**config.mk**
```make
export PLATFORM = sky130hd
export DESIGN_NAME = hawk_comp_wr_mngr
export DESIGN_NICKNAME = d
export VERILOG_FILES = /design/src/rtl/hawk_comp_wr_mngr.sv
export SDC_FILE = /design/constraint.sdc
export NUM_CORES = 1
export LEC_CHECK = 0
export ABC_AREA = 1
export BUFFER_PORTS_ARGS = -buffer_cell sky130_fd_sc_hd__buf_4
export CAP_MARGIN = 20
export CELL_PAD_IN_SITES_DETAIL_PLACEMENT = 1
export CELL_PAD_IN_SITES_GLOBAL_PLACEMENT = 1
export CORE_AREA = 5 5 458 460
export DETAILED_ROUTE_END_ITERATION = 10
export DIE_AREA = 0 0 463 465
export GPL_TIMING_DRIVEN = 0
export PLACE_DENSITY_LB_ADDON = 0.1
export SYNTH_ARGS = -nofsm -noshare
export SYNTH_HDL_FRONTEND = slang
export SYNTH_SLANG_ARGS = --single-unit
```
**constraint.sdc**
```tcl
create_clock -name clk_i -period 1.8 [get_ports clk_i]
set_clock_uncertainty 0.1 [all_clocks]
set_input_delay 0.36 -clock clk_i [delete_from_list [all_inputs] [get_ports clk_i]]
set_output_delay 0.36 -clock clk_i [all_outputs]
set_load 0.005 [all_outputs]
```
**src/rtl/hawk_comp_wr_mngr.sv**
```systemverilog
`default_nettype none
// ============================================================================
// Module   : hawk_comp_wr_mngr
// Purpose  : Streams one compressed page from the compressor FIFO to memory as
//            single-beat AXI4 writes, one outstanding write at a time.
//            Optional HAWK_CWR_ZERO_PAD_EN zeroes the unused tail of the last beat.
// Revision : 1.0 - initial release
// ============================================================================
module hawk_comp_wr_mngr (
  input  logic         clk_i,
  input  logic         rst_ni,
  input  logic         comp_trigger,
  input  logic [63:0]  comp_cPage_byteStart,
  input  logic [13:0]  comp_size,
  input  logic         wrfifo_empty,
  input  logic [511:0] wrfifo_rdata,
  output logic         wrfifo_pop,
  output logic         wrfifo_reset,
  output logic         awvalid,
  input  logic         awready,
  output logic [63:0]  awaddr,
  output logic [7:0]   awlen,
  output logic         wvalid,
  input  logic         wready,
  output logic [511:0] wdata,
  output logic         wlast,
  input  logic         bvalid,
  output logic         bready,
  input  logic [1:0]   bresp,
  output logic         comp_mngr_done,
  output logic         comp_mngr_err
);

  typedef enum logic [2:0] {
    IDLE       = 3'd0,
    RESET_FIFO = 3'd1,
    WAIT_DATA  = 3'd2,
    ADDR_DATA  = 3'd3,
    WAIT_RESP  = 3'd4,
    DONE       = 3'd5,
    CFG_ERROR  = 3'd6,
    BUS_ERROR  = 3'd7
  } state_t;

  state_t       r_state;
  logic [63:0]  r_base;
  logic [5:0]   r_tail;
  logic [6:0]   r_cnt;
  logic [6:0]   r_idx;

  logic         w_size_legal;
  logic [6:0]   w_beats;
  logic         w_last_beat;
  logic [63:0]  w_beat_addr;
  logic [511:0] w_beat_data;
  logic         w_aw_ok;
  logic         w_w_ok;

  assign w_size_legal = (comp_size != 14'd0) && (comp_size < 14'd4096);
  assign w_beats      = comp_size[12:6] + 7'd1;
  assign w_last_beat  = (r_cnt == 7'd1);
  assign w_beat_addr  = r_base + {51'd0, r_idx, 6'd0};
  // A channel counts as finished once its valid has dropped or is handshaking now
  assign w_aw_ok      = !awvalid || awready;
  assign w_w_ok       = !wvalid || wready;

`ifdef HAWK_CWR_ZERO_PAD_EN
  always_comb begin
    w_beat_data = wrfifo_rdata;
    if (w_last_beat) begin
      for (int b = 0; b < 64; b++) begin
        if (b >= int'(r_tail)) w_beat_data[8*b +: 8] = 8'h00;
      end
    end
  end
`else
  assign w_beat_data = wrfifo_rdata;
`endif

  always_ff @(posedge clk_i or negedge rst_ni) begin
    if (!rst_ni) begin
      r_state        <= IDLE;
      r_base         <= 64'd0;
      r_tail         <= 6'd0;
      r_cnt          <= 7'd0;
      r_idx          <= 7'd0;
      wrfifo_pop     <= 1'b0;
      wrfifo_reset   <= 1'b0;
      awvalid        <= 1'b0;
      awaddr         <= 64'd0;
      awlen          <= 8'd0;
      wvalid         <= 1'b0;
      wdata          <= 512'd0;
      wlast          <= 1'b0;
      bready         <= 1'b0;
      comp_mngr_done <= 1'b0;
      comp_mngr_err  <= 1'b0;
    end else begin
      wrfifo_pop     <= 1'b0;
      wrfifo_reset   <= 1'b0;
      comp_mngr_done <= 1'b0;
      case (r_state)
        IDLE: begin
          if (comp_trigger && !comp_mngr_done) begin
            r_base <= comp_cPage_byteStart;
            r_tail <= comp_size[5:0];
            r_cnt  <= w_beats;
            r_idx  <= 7'd0;
            if (w_size_legal) begin
              wrfifo_reset <= 1'b1;
              r_state      <= RESET_FIFO;
            end else begin
              comp_mngr_err <= 1'b1;
              r_state       <= CFG_ERROR;
            end
          end
        end
        RESET_FIFO: r_state <= WAIT_DATA;
        WAIT_DATA: begin
          if (!wrfifo_empty) begin
            wdata      <= w_beat_data;
            wrfifo_pop <= 1'b1;
            awaddr     <= w_beat_addr;
            awlen      <= 8'd0;
            wlast      <= 1'b1;
            awvalid    <= 1'b1;
            wvalid     <= 1'b1;
            r_state    <= ADDR_DATA;
          end
        end
        ADDR_DATA: begin
          if (awvalid && awready) awvalid <= 1'b0;
          if (wvalid && wready)   wvalid  <= 1'b0;
          if (w_aw_ok && w_w_ok) begin
            bready  <= 1'b1;
            r_state <= WAIT_RESP;
          end
        end
        WAIT_RESP: begin
          if (bvalid) begin
            bready <= 1'b0;
            if (bresp == 2'b00) begin
              r_cnt   <= r_cnt - 7'd1;
              r_idx   <= r_idx + 7'd1;
              r_state <= w_last_beat ? DONE : WAIT_DATA;
            end else begin
              comp_mngr_err <= 1'b1;
              r_state       <= BUS_ERROR;
            end
          end
        end
        DONE: begin
          comp_mngr_done <= 1'b1;
          r_state        <= IDLE;
        end
        default: begin
          awvalid       <= 1'b0;
          wvalid        <= 1'b0;
          bready        <= 1'b0;
          comp_mngr_err <= 1'b1;
        end
      endcase
    end
  end

endmodule
`default_nettype wire

```
# After elaboration in Yosys (flattened, before gate mapping)
# Cells that the tools add are included.
dict set report word_totals {
  reg_bits 665
  latch_bits 0
  ramBits 0
  mem_bits_ro 0
  out_inout_bits 592
  word_cells 99
  mem_count 0
}
dict set report classes {
  addsub 4
  n_mul 0
  div_mod_pow 0
  magnitude_cmp 1
  eq_ne 15
  shifts 0
  muxes 35
  bitwise_logic 4
  reduce_logical 26
}
# cell n
set op_table {}
lappend op_table {{$add A64 B13 Y64} 1}
lappend op_table {{$mux W7} 6}
lappend op_table {{$pmux W7 S2} 2}
lappend op_table {{$mux W3} 7}
lappend op_table {{$ne A2 B2 Y1 const B} 9}
lappend op_table {{$pmux W3 S6} 1}
lappend op_table {{$mux W1} 15}
lappend op_table {{$add A7 B1 Y7 const B} 2}
lappend op_table {{$lt A14 B13 Y1 const B} 1}
lappend op_table {{$reduce_bool A14 Y1} 1}
lappend op_table {{$pmux W1 S3} 4}
lappend op_table {{$reduce_or A4 Y1} 3}
lappend op_table {{$reduce_and A5 Y1} 2}
lappend op_table {{$reduce_and A3 Y1} 3}
lappend op_table {{$eq A7 B1 Y1 const B} 1}
lappend op_table {{$sub A7 B1 Y7 const B} 1}
lappend op_table {{$eq A3 B2 Y1 const B} 2}
lappend op_table {{$eq A3 B3 Y1 const B} 2}
lappend op_table {{$reduce_bool A6 Y1} 1}
lappend op_table {{$logic_and A1 B1 Y1} 5}
lappend op_table {{$not A1 Y1} 4}
lappend op_table {{$reduce_and A2 Y1} 2}
lappend op_table {{$reduce_and A4 Y1} 1}
lappend op_table {{$eq A3 B1 Y1 const B} 1}
lappend op_table {{other kinds (5)} 8}

# Depth between registers and ports, before layout
# Gate-level depths: netlist of run 1.
dict set report logic_depth {
  word_depth 5
  depth_mapped 13
  depth_no_buf 13
}

# Least setup slack after synthesis of run 1
# Ideal clock, no wire load.
dict set report synth_timing {
  path_kind {register to register}
  from {register r_idx[0]}
  to {register awaddr[34]}
  setup_ps 117
  arrival_time_ps 1758
  path_slack_ps -174
  stages_incl_launch_ff 12
  path_buffers 0
  synth_period_minus_slack_ps 1974
  cell_sequence {dfrtp_1 > ha_1 > fa_1 > nand2_1 > nand3_1 > nand3_1 > nand2_1 > nand2_1 > nor2_1 > xor2_1 > nand2_1 > nand2_1}
}
dict set report synth_between {
  elab_chain_cells 1
}
# element line
set synth_lines {}
lappend synth_lines {{start: declaration} 49} ;# logic [6:0] r_idx;
lappend synth_lines {{start signal: assignment} 144} ;# r_idx <= r_idx + 7'd1;
lappend synth_lines {{$add A64 B13 Y64} 62} ;# assign w_beat_addr = r_base + {51'd0, r_idx, 6'd0};
lappend synth_lines {{end signal: assignment} 123} ;# awaddr <= w_beat_addr;
lappend synth_lines {{end: declaration} 21} ;# output logic [63:0] awaddr,
# Every way passes these cells.
# A chain may end at the register's enable or synchronous reset.

# Worst setup path in the final report of run 1
dict set report layout_timing {
  from {register r_base[12]}
  to {register awaddr[60]}
}
dict set report layout_between {
  elab_chain_cells 1
}
# element line
set layout_lines {}
lappend layout_lines {{start: declaration} 46} ;# logic [63:0] r_base;
lappend layout_lines {{start signal: assignment} 105} ;# r_base <= comp_cPage_byteStart;
lappend layout_lines {{$add A64 B13 Y64} 62}
# Every way passes these cells.

==> results_dict.tcl, run 1 <==
set metrics [dict create \
    cts_tree "built" \
    yosysMostFrequentCell "nand2_1" \
    fin_crit_sh 1.15 \
    synth_common_cells "nand2_1 (2038), dfrtp_1 (665), nor2_1 (127), inv_1 (111), o21ai_0 (83)" \
    fin_total_pwr_mw 83.9 \
    port_buffers 1182 \
    cp_data_arrival_time_ns 2.58 \
    slew-limit-headroom 0.402 \
    hpwl_mm 142 \
    finalSetupTns_ns -64.38 \
    worstPathRequired_ns 2.32 \
    die_y_um 465 \
    drc_errors 0 \
    detail-route-antenna-nets 0 \
    grt_max_degree 96 \
    drt-total-wl_mm 185 \
    dieArea_um2 215000 \
    antenna_found_initial 49 \
    area_delta_synth_final_pct 99.8 \
    rows 167 \
    grt_usage 0.165 \
    die_w_um 463 \
    fin_ws_ns -0.261 \
    core_area_um2 206000 \
    final_nets 6032 \
    fin_util 0.269 \
    violations "hold timing, setup timing" \
    status "complete, but fails checks" \
    synth_area_leaders "dfrtp_1 (60%), nand2_1 (28%), nor2_1 (1.7%)" \
    fin_crit_ns 2.06 \
    synth_edf_count 0 \
    leakage_nw 28.1 \
    path_max_fanout 4 \
    cts-root-buf "clkbuf_16" \
    criticalPathCategory "reg2reg" \
    drtIter0Drc 1176 \
    routabilityCongestion 0.803 \
    synth_cells 3377 \
    clock_sinks 665 \
    combPwrFrac 0.438 \
    htreeDepth 3 \
    tightest_slew_ns 0.894 \
    wl_per_cell_um 22.4 \
    setup_violations 648 \
    sw_frac_of_total 0.379 \
    hold_path.class "in2async" \
    drive_gt1_frac 0.371 \
    ys_seq_area_frac 0.602 \
    grt_overflow_total 0 \
    ios 1191 \
    cts_buffer_depth 3 \
    p_switching_mw 31.8 \
    viasPerCell 3.69 \
    yosysWarningCount 0 \
    setup.worst_path.end_class "flop" \
    critPathLaunchType "flop" \
    rsz0062_at_grt "true" \
    irDropWorstVdd_uv 726 \
    ys_ff_latch 665 \
    timing.hold.ws_ns -0.544 \
    grt_pass1_wl_mm 256 \
    grt_pass1_vias 32600 \
    clkTransAtPathRegs_ns 0.06 \
    maxSlewViolCount 0 \
    numCtsBuffers 97 \
    synth.distinct_cells 42 \
    start_util 0.134 \
    p_int_mw 52.1 \
    power.share.sequential 0.317 \
    yosys.area.top_type "dfrtp_1" \
    pwr-share-clk 0.244 \
    powerDensity_nw_per_um2 1520 \
    hold_viol 161 \
    netlist_area_um2 27600 \
    synth_flop_cell "dfrtp_1" \
    synth_top_area_frac 0.602 \
    maxCapViolCount 0 \
    insertion_delay_ns 0.73 \
    via_count 30400 \
    firstDrtPassIters 5 \
    max_freq_mhz 485 \
    synthArstFlopShare 1.00 \
    syn_avg_cell_area_um2 8.18 \
    pre_cts_ws_ns -2.00 \
]
==> repair_timing <==
action / 4_1_cts / 5_1_grt
hold endpoints to repair: 802 / 90
buffers inserted: 48 / 48
pin swaps: 51 / 57
endpoints found under the setup margin: 1225 / 1131
hold buffers: 592 / 2
gates cloned: 35 / 22
gates resized for setup: 625 / 452
==> state kept, by name, indices dropped and copies added, names as in the netlist <==
register        flops
wdata             512
awaddr             64
r_base             64
r_cnt               7
r_idx               7
r_state             3
awvalid             1
bready              1
comp_mngr_done      1
comp_mngr_err       1
wlast               1
wrfifo_pop          1
wrfifo_reset        1
wvalid              1
==> stage by stage <==
step	std cells	cell area, µm²
after CTS	8133	52900
after floorplan	3384	27700
after global routing	8219	55200
after global placement	7270	39900
after detailed placement	7278	40200
final	8235	55200
==> path summary, 6_finish.rpt <==
| check | slack (ns) | depth (start not counted) | start | to |
|---|---|---|---|---|
| max | -0.26 | 13 | r_base[12] | awaddr[60] |
| min | -0.54 | 1 | rst_ni | wdata[333] |
| max reg2reg | -0.26 | 13 | r_base[12] | awaddr[60] |
| min reg2reg | 0.36 | 1 | comp_mngr_err | comp_mngr_err |
| max in group asynchronous | 0.15 | 3 | rst_ni | wdata[281] |
| min in group clk_i | 0.10 | 5 | wrfifo_empty | awvalid |
==> layout make-up <==
| cell class | instances | area [µm²] |
|---|---|---|
| timing repair buffer | 1933 | 17300 |
| buffer | 152 | 2380 |
| multi-input combinational | 2454 | 11500 |
| antenna | 30 | 75.1 |
| clock inverter | 30 | 429 |
| fill | 23800 | 150000 |
| sequential | 665 | 16700 |
| clock buffer | 150 | 2980 |
| inverter | 115 | 482 |
| tap | 2704 | 3380 |
| timing repair inverter | 2 | 40.0 |
==> cell usage in the layout (no fill, tap or decap), types with 5 or more instances in the layout <==
cell / Yosys / layout
o21ai_0: 83 / 37
clkbuf_4: 0 / 7
nand2_1: 2038 / 1830
dfrtp_2: 0 / 22
inv_2: 4 / 10
buf_4: 20 / 1259
diode_2: 0 / 30
nand3_1: 66 / 36
clkbuf_1: 68 / 18
clkbuf_16: 0 / 160
nor2_1: 127 / 72
conb_1: 1 / 8
buf_6: 2 / 48
nand2_4: 1 / 46
nor2_4: 1 / 30
buf_16: 0 / 15
dlygate4sd3_1: 0 / 593
clkinv_2: 0 / 11
nand3_2: 0 / 18
inv_6: 0 / 5
inv_1: 111 / 101
o21ai_1: 5 / 28
and2_1: 7 / 6
ha_1: 12 / 6
ha_4: 0 / 6
nand4_1: 13 / 13
buf_12: 0 / 52
a21oi_1: 24 / 17
nand2_2: 3 / 163
dfrtp_1: 665 / 643
bufinv_16: 0 / 7
nand3_4: 0 / 14
nor2_2: 1 / 27
nand3b_1: 9 / 9
clkbuf_8: 0 / 57
xor2_1: 15 / 14
buf_8: 0 / 24
nor3_1: 12 / 10
o21ai_2: 0 / 20
==> power by group through the flow <==
stage / registers (mW) / logic, mW / clock network, mW
2_1_floorplan: 26.1 / 9.80 / 0
3_3_place_gp: 26.5 / 29.7 / 0
3_5_place_dp: 26.6 / 29.8 / 0
4_1_cts: 26.7 / 35.1 / 21.5
5_1_grt: 27.5 / 40.5 / 22.0
6_report: 26.6 / 36.8 / 20.5
==> metal layers <==
layer  wire, µm  vias to the layer above  part of all wire  track usage
li1           -                    14500                 -            -
met1      74900                    14600              0.41        0.191
met2      89700                      943              0.49        0.285
met3      14100                      263             0.076       0.0585
met4       5880                       12             0.032       0.0477
met5         80                        -           0.00043            0
==> kinds of logic after synthesis <==
kind of cell	share of synthesized area
XOR/XNOR	0.00571
AO/OA/AOI/OAI	0.0253
other	0.000136
adder cells (fa/ha/maj)	0.00616
buffers and inverters	0.0423
flip-flops	0.602
AND/OR/NAND/NOR	0.318
==> worst max-delay path, cell delays in order, from the launching register on <==
cell and delay (ns):
dfrtp_1 0.41, ha_4 0.34, nand2_4 0.08, nor2_4 0.18, buf_6 0.13, nand2_4 0.07, nor2_4 0.15, nand2_2 0.08
nand2_4 0.10, nand2_2 0.06, nand2_2 0.06, nand2_2 0.06, nand2_2 0.07, nand2_1 0.05
Note: power is estimated with default switching activity, not from simulation.
==> run 2, diff against run 1 <==
- BUFFER_PORTS_ARGS: -buffer_cell sky130_fd_sc_hd__buf_4 -> -buffer_cell sky130_fd_sc_hd__buf_2
==> results_dict.tcl, run 2 (synthesized netlist as in run 1, its figures left out) <==
set metrics [dict create \
    setup.worst_path.end_class "flop" \
    slowest_stage "dfrtp_2" \
    core_area_um2 206000 \
    cp_data_arrival_time_ns 2.62 \
    port_buffers 1182 \
    largest_reg_flops 512 \
    hpwl_mm 140 \
    crit_buf_inv 4 \
    pre_cts_ws_ns -1.96 \
    htreeDepth 3 \
    timing.hold.ws_ns -0.191 \
    insertion_delay_ns 0.72 \
    fin_util 0.259 \
    worstPathRequired_ns 2.30 \
    fin_crit_sh 1.18 \
    clkTransAtPathRegs_ns 0.06 \
    cts-root-buf "clkbuf_16" \
    top_regs "wdata x512, awaddr x64, r_base x64" \
    ios 1191 \
    antenna_found_initial 54 \
    violations "hold timing, setup timing" \
    criticalPathCategory "reg2reg" \
    hold_path.class "in2async" \
    path_max_fanout 7 \
    critPathTopFamily "simple AND/OR/NAND/NOR gates" \
    grt_usage 0.166 \
    via_count 30300 \
    grt_overflow_total 0 \
    start_util 0.134 \
    leakage_nw 27.7 \
    maxCapViolCount 0 \
    viasPerCell 3.68 \
    fin_total_pwr_mw 81.1 \
    max_freq_mhz 472 \
    grt_pass1_vias 33200 \
    wl_per_cell_um 22.8 \
    regMostFlops "wdata" \
    drtIter0Drc 1166 \
    fin_crit_ns 2.12 \
    numCtsBuffers 95 \
    mostFrequentLayoutCell "nand2_1" \
    status "complete, but fails checks" \
    fin_ws_ns -0.317 \
    hold_buffers 596 \
    detail-route-antenna-nets 0 \
    clock_sinks 665 \
    tightest_slew_ns 0.684 \
    layout_common_cells "nand2_1 (1672), buf_2 (1190), dfrtp_1 (645)" \
    final_nets 6045 \
    slew-limit-headroom 0.544 \
    drt-total-wl_mm 188 \
    cts_buffer_depth 3 \
    drive_gt1_frac 0.399 \
    powerDensity_nw_per_um2 1520 \
    hold_viol 171 \
    maxSlewViolCount 0 \
    critPathLaunchType "flop" \
    setup_violations 657 \
    routabilityCongestion 0.807 \
    worstPathCellList "buf_6 > nor2_4 > nand2_4 > or2_4 > nand2_4 > nor2_4 > nand2_8 > clkinv_16 > buf_12 > clkbuf_16 > nand2_2 > nand2_1" \
    dieArea_um2 215000 \
    place_inst 7277 \
    grt_pass1_wl_mm 259 \
    irDropWorstVdd_uv 684 \
    die_w_um 463 \
    cts_tree "built" \
    rows 167 \
    fin_cells 8229 \
    firstDrtPassIters 5 \
    rsz0062_at_grt "true" \
    grt_max_degree 99 \
    drc_errors 0 \
    area_delta_synth_final_pct 92.9 \
    die_y_um 465 \
    max_stage_delay_ns 0.42 \
]
run 2: cell count changes in the layout (fill, tap and decap cells not counted), sizes merged, moves of 2 or more:
cell / previous run / this run
buf: 1399 / 1414
clkbuf: 243 / 234
diode: 30 / 25
clkinv: 17 / 14
inv: 121 / 119
nand3: 68 / 66
run 2: per-layer routing:
layer,vias up,share of wire,wire length (µm),track usage
li1,14500,-,-,-
met4,18,0.035,6590,0.0508
met5,-,0.00059,111,0
met1,14600,0.41,76400,0.194
met2,934,0.48,90300,0.284
met3,270,0.076,14200,0.0613
run 2: worst min-delay path: cells and delay by family:
kind | cells | cell delay, ns
buf+inv | 5 | 0.64
run 2: final cells by class:
type                    count  area [µm²]
flip-flops and latches    665       16700
clock inverters            23         333
fillers                 24200      152000
clock buffers             141        2820
repair inverters            4        76.3
diodes                     25        62.6
multi-input cells        2452       12200
repair buffers           1954       15000
well taps                2704        3380
plain buffers             146        2290
inverters                 115         500
run 2: final timing paths:
check,slack (ns),to,depth (start not counted),start
max,-0.32,r_base[37],12,r_state[0]
min,-0.19,wdata[379],5,rst_ni
max reg2reg,-0.32,r_base[37],12,r_state[0]
min reg2reg,0.36,comp_mngr_err,1,comp_mngr_err
max in group asynchronous,0.09,wdata[22],7,rst_ni
min in group clk_i,0.08,r_state[0],5,bresp[0]
run 2: power by group:
part           switching (mW)  internal [mW]  leakage (nW)
logic                    19.6           15.4          17.9
clock network            7.93           11.6          1.55
registers                4.61           21.8          8.31
run 2: timing repair:
item	in CTS	in global routing
endpoints found under the setup margin	946	1040
gates resized for setup	782	543
cloned	48	31
pin swaps	102	85
buffers inserted	57	46
hold endpoints to repair	806	218
run 2: metrics by stage:
| step | TNS (ns) | instance area (µm²) |
|---|---|---|
| floorplan | -0.0661 | 27700 |
| global placement | - | 37000 |
| detailed placement | -1094.50 | 37200 |
| CTS | -150.23 | 50800 |
| global route | -150.63 | 53300 |
| finish | -80.87 | 53300 |
==> run 3, diff against run 2 <==
- BUFFER_PORTS_ARGS: -buffer_cell sky130_fd_sc_hd__buf_2 -> default
- CORE_AREA: 5 5 458 460 -> 5 5 467 469
- DIE_AREA: 0 0 463 465 -> 0 0 472 474
- DONT_BUFFER_PORTS: default -> 1
==> results_dict.tcl, run 3 (synthesized netlist as in run 1, its figures left out) <==
set metrics [dict create \
    violations "hold timing, setup timing" \
    die_w_um 472 \
    port_buffers 0 \
    reg2regPathDepth 12 \
    insertion_delay_ns 0.72 \
    grt_pass1_vias 27800 \
    timing.hold.ws_ns -0.214 \
    place_inst 6222 \
    cp.depth 12 \
    numCtsBuffers 94 \
    critPathTopFamily "simple AND/OR/NAND/NOR gates" \
    maxCapViolCount 0 \
    p_switching_mw 29.4 \
    setup.worst_path.end_class "flop" \
    final_nets 4841 \
    viasPerCell 3.61 \
    hpwl_mm 134 \
    area_delta_synth_final_pct 66.4 \
    power.share.sequential 0.434 \
    irDropWorstVdd_uv 732 \
    grt_overflow_total 0 \
    ios 1191 \
    setup_violations 655 \
    grt_usage 0.147 \
    cts_buffer_depth 3 \
    tightest_slew_ns 1.10 \
    grt_max_degree 666 \
    max_freq_mhz 459 \
    seq_area_um2 16700 \
    largest_reg_flops 512 \
    fin_crit_ns 2.18 \
    crit_buf_inv 1 \
    pwr-share-clk 0.269 \
    status "complete, but fails checks" \
    combPwrFrac 0.297 \
    worstPathRequired_ns 2.31 \
    start_util 0.129 \
    wl_per_cell_um 24.5 \
    drtIter0Drc 1025 \
    clkTransAtPathRegs_ns 0.06 \
    hold_path.class "in2async" \
    path_max_fanout 7 \
    p_int_mw 42.8 \
    antenna_found_initial 52 \
    finalSetupTns_ns -90.67 \
    cp_data_arrival_time_ns 2.68 \
    cts_tree "built" \
    sw_frac_of_total 0.408 \
    multi_input_area_um2 11800 \
    criticalPathCategory "reg2reg" \
    fin_area_um2 46000 \
    regMostFlops "wdata" \
    worstPathCellList "ha_4 > fa_2 > nand2_2 > nand3_4 > nand3_4 > nand2_8 > nand2_8 > buf_12 > nor2_4 > xor2_1 > nand2_1 > nand2_1" \
    drive_gt1_frac 0.194 \
    firstDrtPassIters 5 \
    hold_viol 261 \
    dieArea_um2 224000 \
    critPathLaunchType "flop" \
    slowest_stage "fa_2" \
    drc_errors 0 \
    clock_sinks 665 \
    mostFrequentLayoutCell "nand2_1" \
    rsz0062_at_grt "true" \
    startpoint "r_base[6]" \
    fin_total_pwr_mw 72.2 \
    max_stage_delay_ns 0.44 \
    core_area_um2 214000 \
    powerDensity_nw_per_um2 1570 \
    fin_cells 7159 \
    fin_util 0.215 \
    postPlaceCellArea_um2 31200 \
    drt-total-wl_mm 175 \
    detail-route-antenna-nets 0 \
    r2r_start "r_base[6]" \
    die_y_um 474 \
    htreeDepth 3 \
    top_regs "wdata x512, awaddr x64, r_base x64" \
    layout_common_cells "nand2_1 (1811), dfrtp_1 (644), dlygate4sd3_1 (602)" \
    grt_pass1_wl_mm 234 \
    cts-root-buf "clkbuf_16" \
    via_count 25900 \
    leakage_nw 22.1 \
    maxSlewViolCount 0 \
    routabilityCongestion 0.770 \
    fin_crit_sh 1.21 \
    slew-limit-headroom 0.267 \
    fillers 24700 \
    rows 170 \
    fin_ws_ns -0.377 \
]
run 3: cell count changes in the layout (fill, tap and decap cells not counted), moves of 13 or more:
cell	previous run	this run
clkbuf_16	172	137
buf_8	31	18
buf_2	1190	10
nand2_4	104	85
o21ai_2	28	15
buf_4	71	91
nand2_1	1672	1811
nand2_2	258	135
run 3: final timing paths:
check                                   to  slack, ns
worst min register to register   awaddr[4]       0.35
worst min-delay path            wdata[363]      -0.21
max in group asynchronous        wdata[74]       0.06
min in group clk_i                  bready       0.05
worst max-delay path            awaddr[34]      -0.38
worst max register to register  awaddr[34]      -0.38
run 3: power by group through the flow:
| stage | Sequential, mW | Clock [mW] | Combinational (mW) |
|---|---|---|---|
| finish | 31.3 | 19.4 | 21.5 |
| global route | 32.6 | 20.9 | 24.3 |
| CTS | 31.9 | 20.4 | 18.4 |
| detailed placement | 32.0 | 0 | 14.3 |
| global placement | 32.2 | 0 | 14.0 |
| floorplan | 26.1 | 0 | 9.80 |
run 3: worst min-delay path, stage by stage:
cell    delay [ns]
buf_16        0.08
buf_16        0.11
buf_16        0.61
run 3: area by class of cell:
cell class                 count  area share
tap                         2838      0.0772
timing repair inverter         2    0.000680
clock buffer                 146      0.0609
multi-input combinational   2452       0.257
clock inverter                23     0.00765
sequential                   665       0.363
buffer                       150      0.0422
timing repair buffer         749       0.180
inverter                     115      0.0108
antenna                       19     0.00103
run 3: per-stage QoR:
stage          setup slack, ns  hold slack, ns
6_report                -0.377          -0.214
5_1_grt                 -0.476          -0.155
4_1_cts                 -0.390          -0.861
3_5_place_dp             -2.21         -0.0103
3_3_place_gp             -2.47        -0.00767
2_1_floorplan          -0.0344         -0.0356
run 3: metal layers:
metal	GRT usage	part of all wire	vias up
met5	0	0.00047	-
met4	0.0352	0.021	12
met3	0.0660	0.10	214
met2	0.265	0.51	909
met1	0.158	0.37	12700
li1	-	-	12100
run 3: what timing repair did:
| item | CTS | global route |
|---|---|---|
| endpoints found under the hold margin | 1256 | 361 |
| endpoints found under the setup margin | 710 | 690 |
| gates cloned | 13 | 31 |
| hold buffers | 600 | 7 |
| setup buffers | 54 | 44 |
| resized for setup | 504 | 538 |
| pin swaps | 59 | 109 |
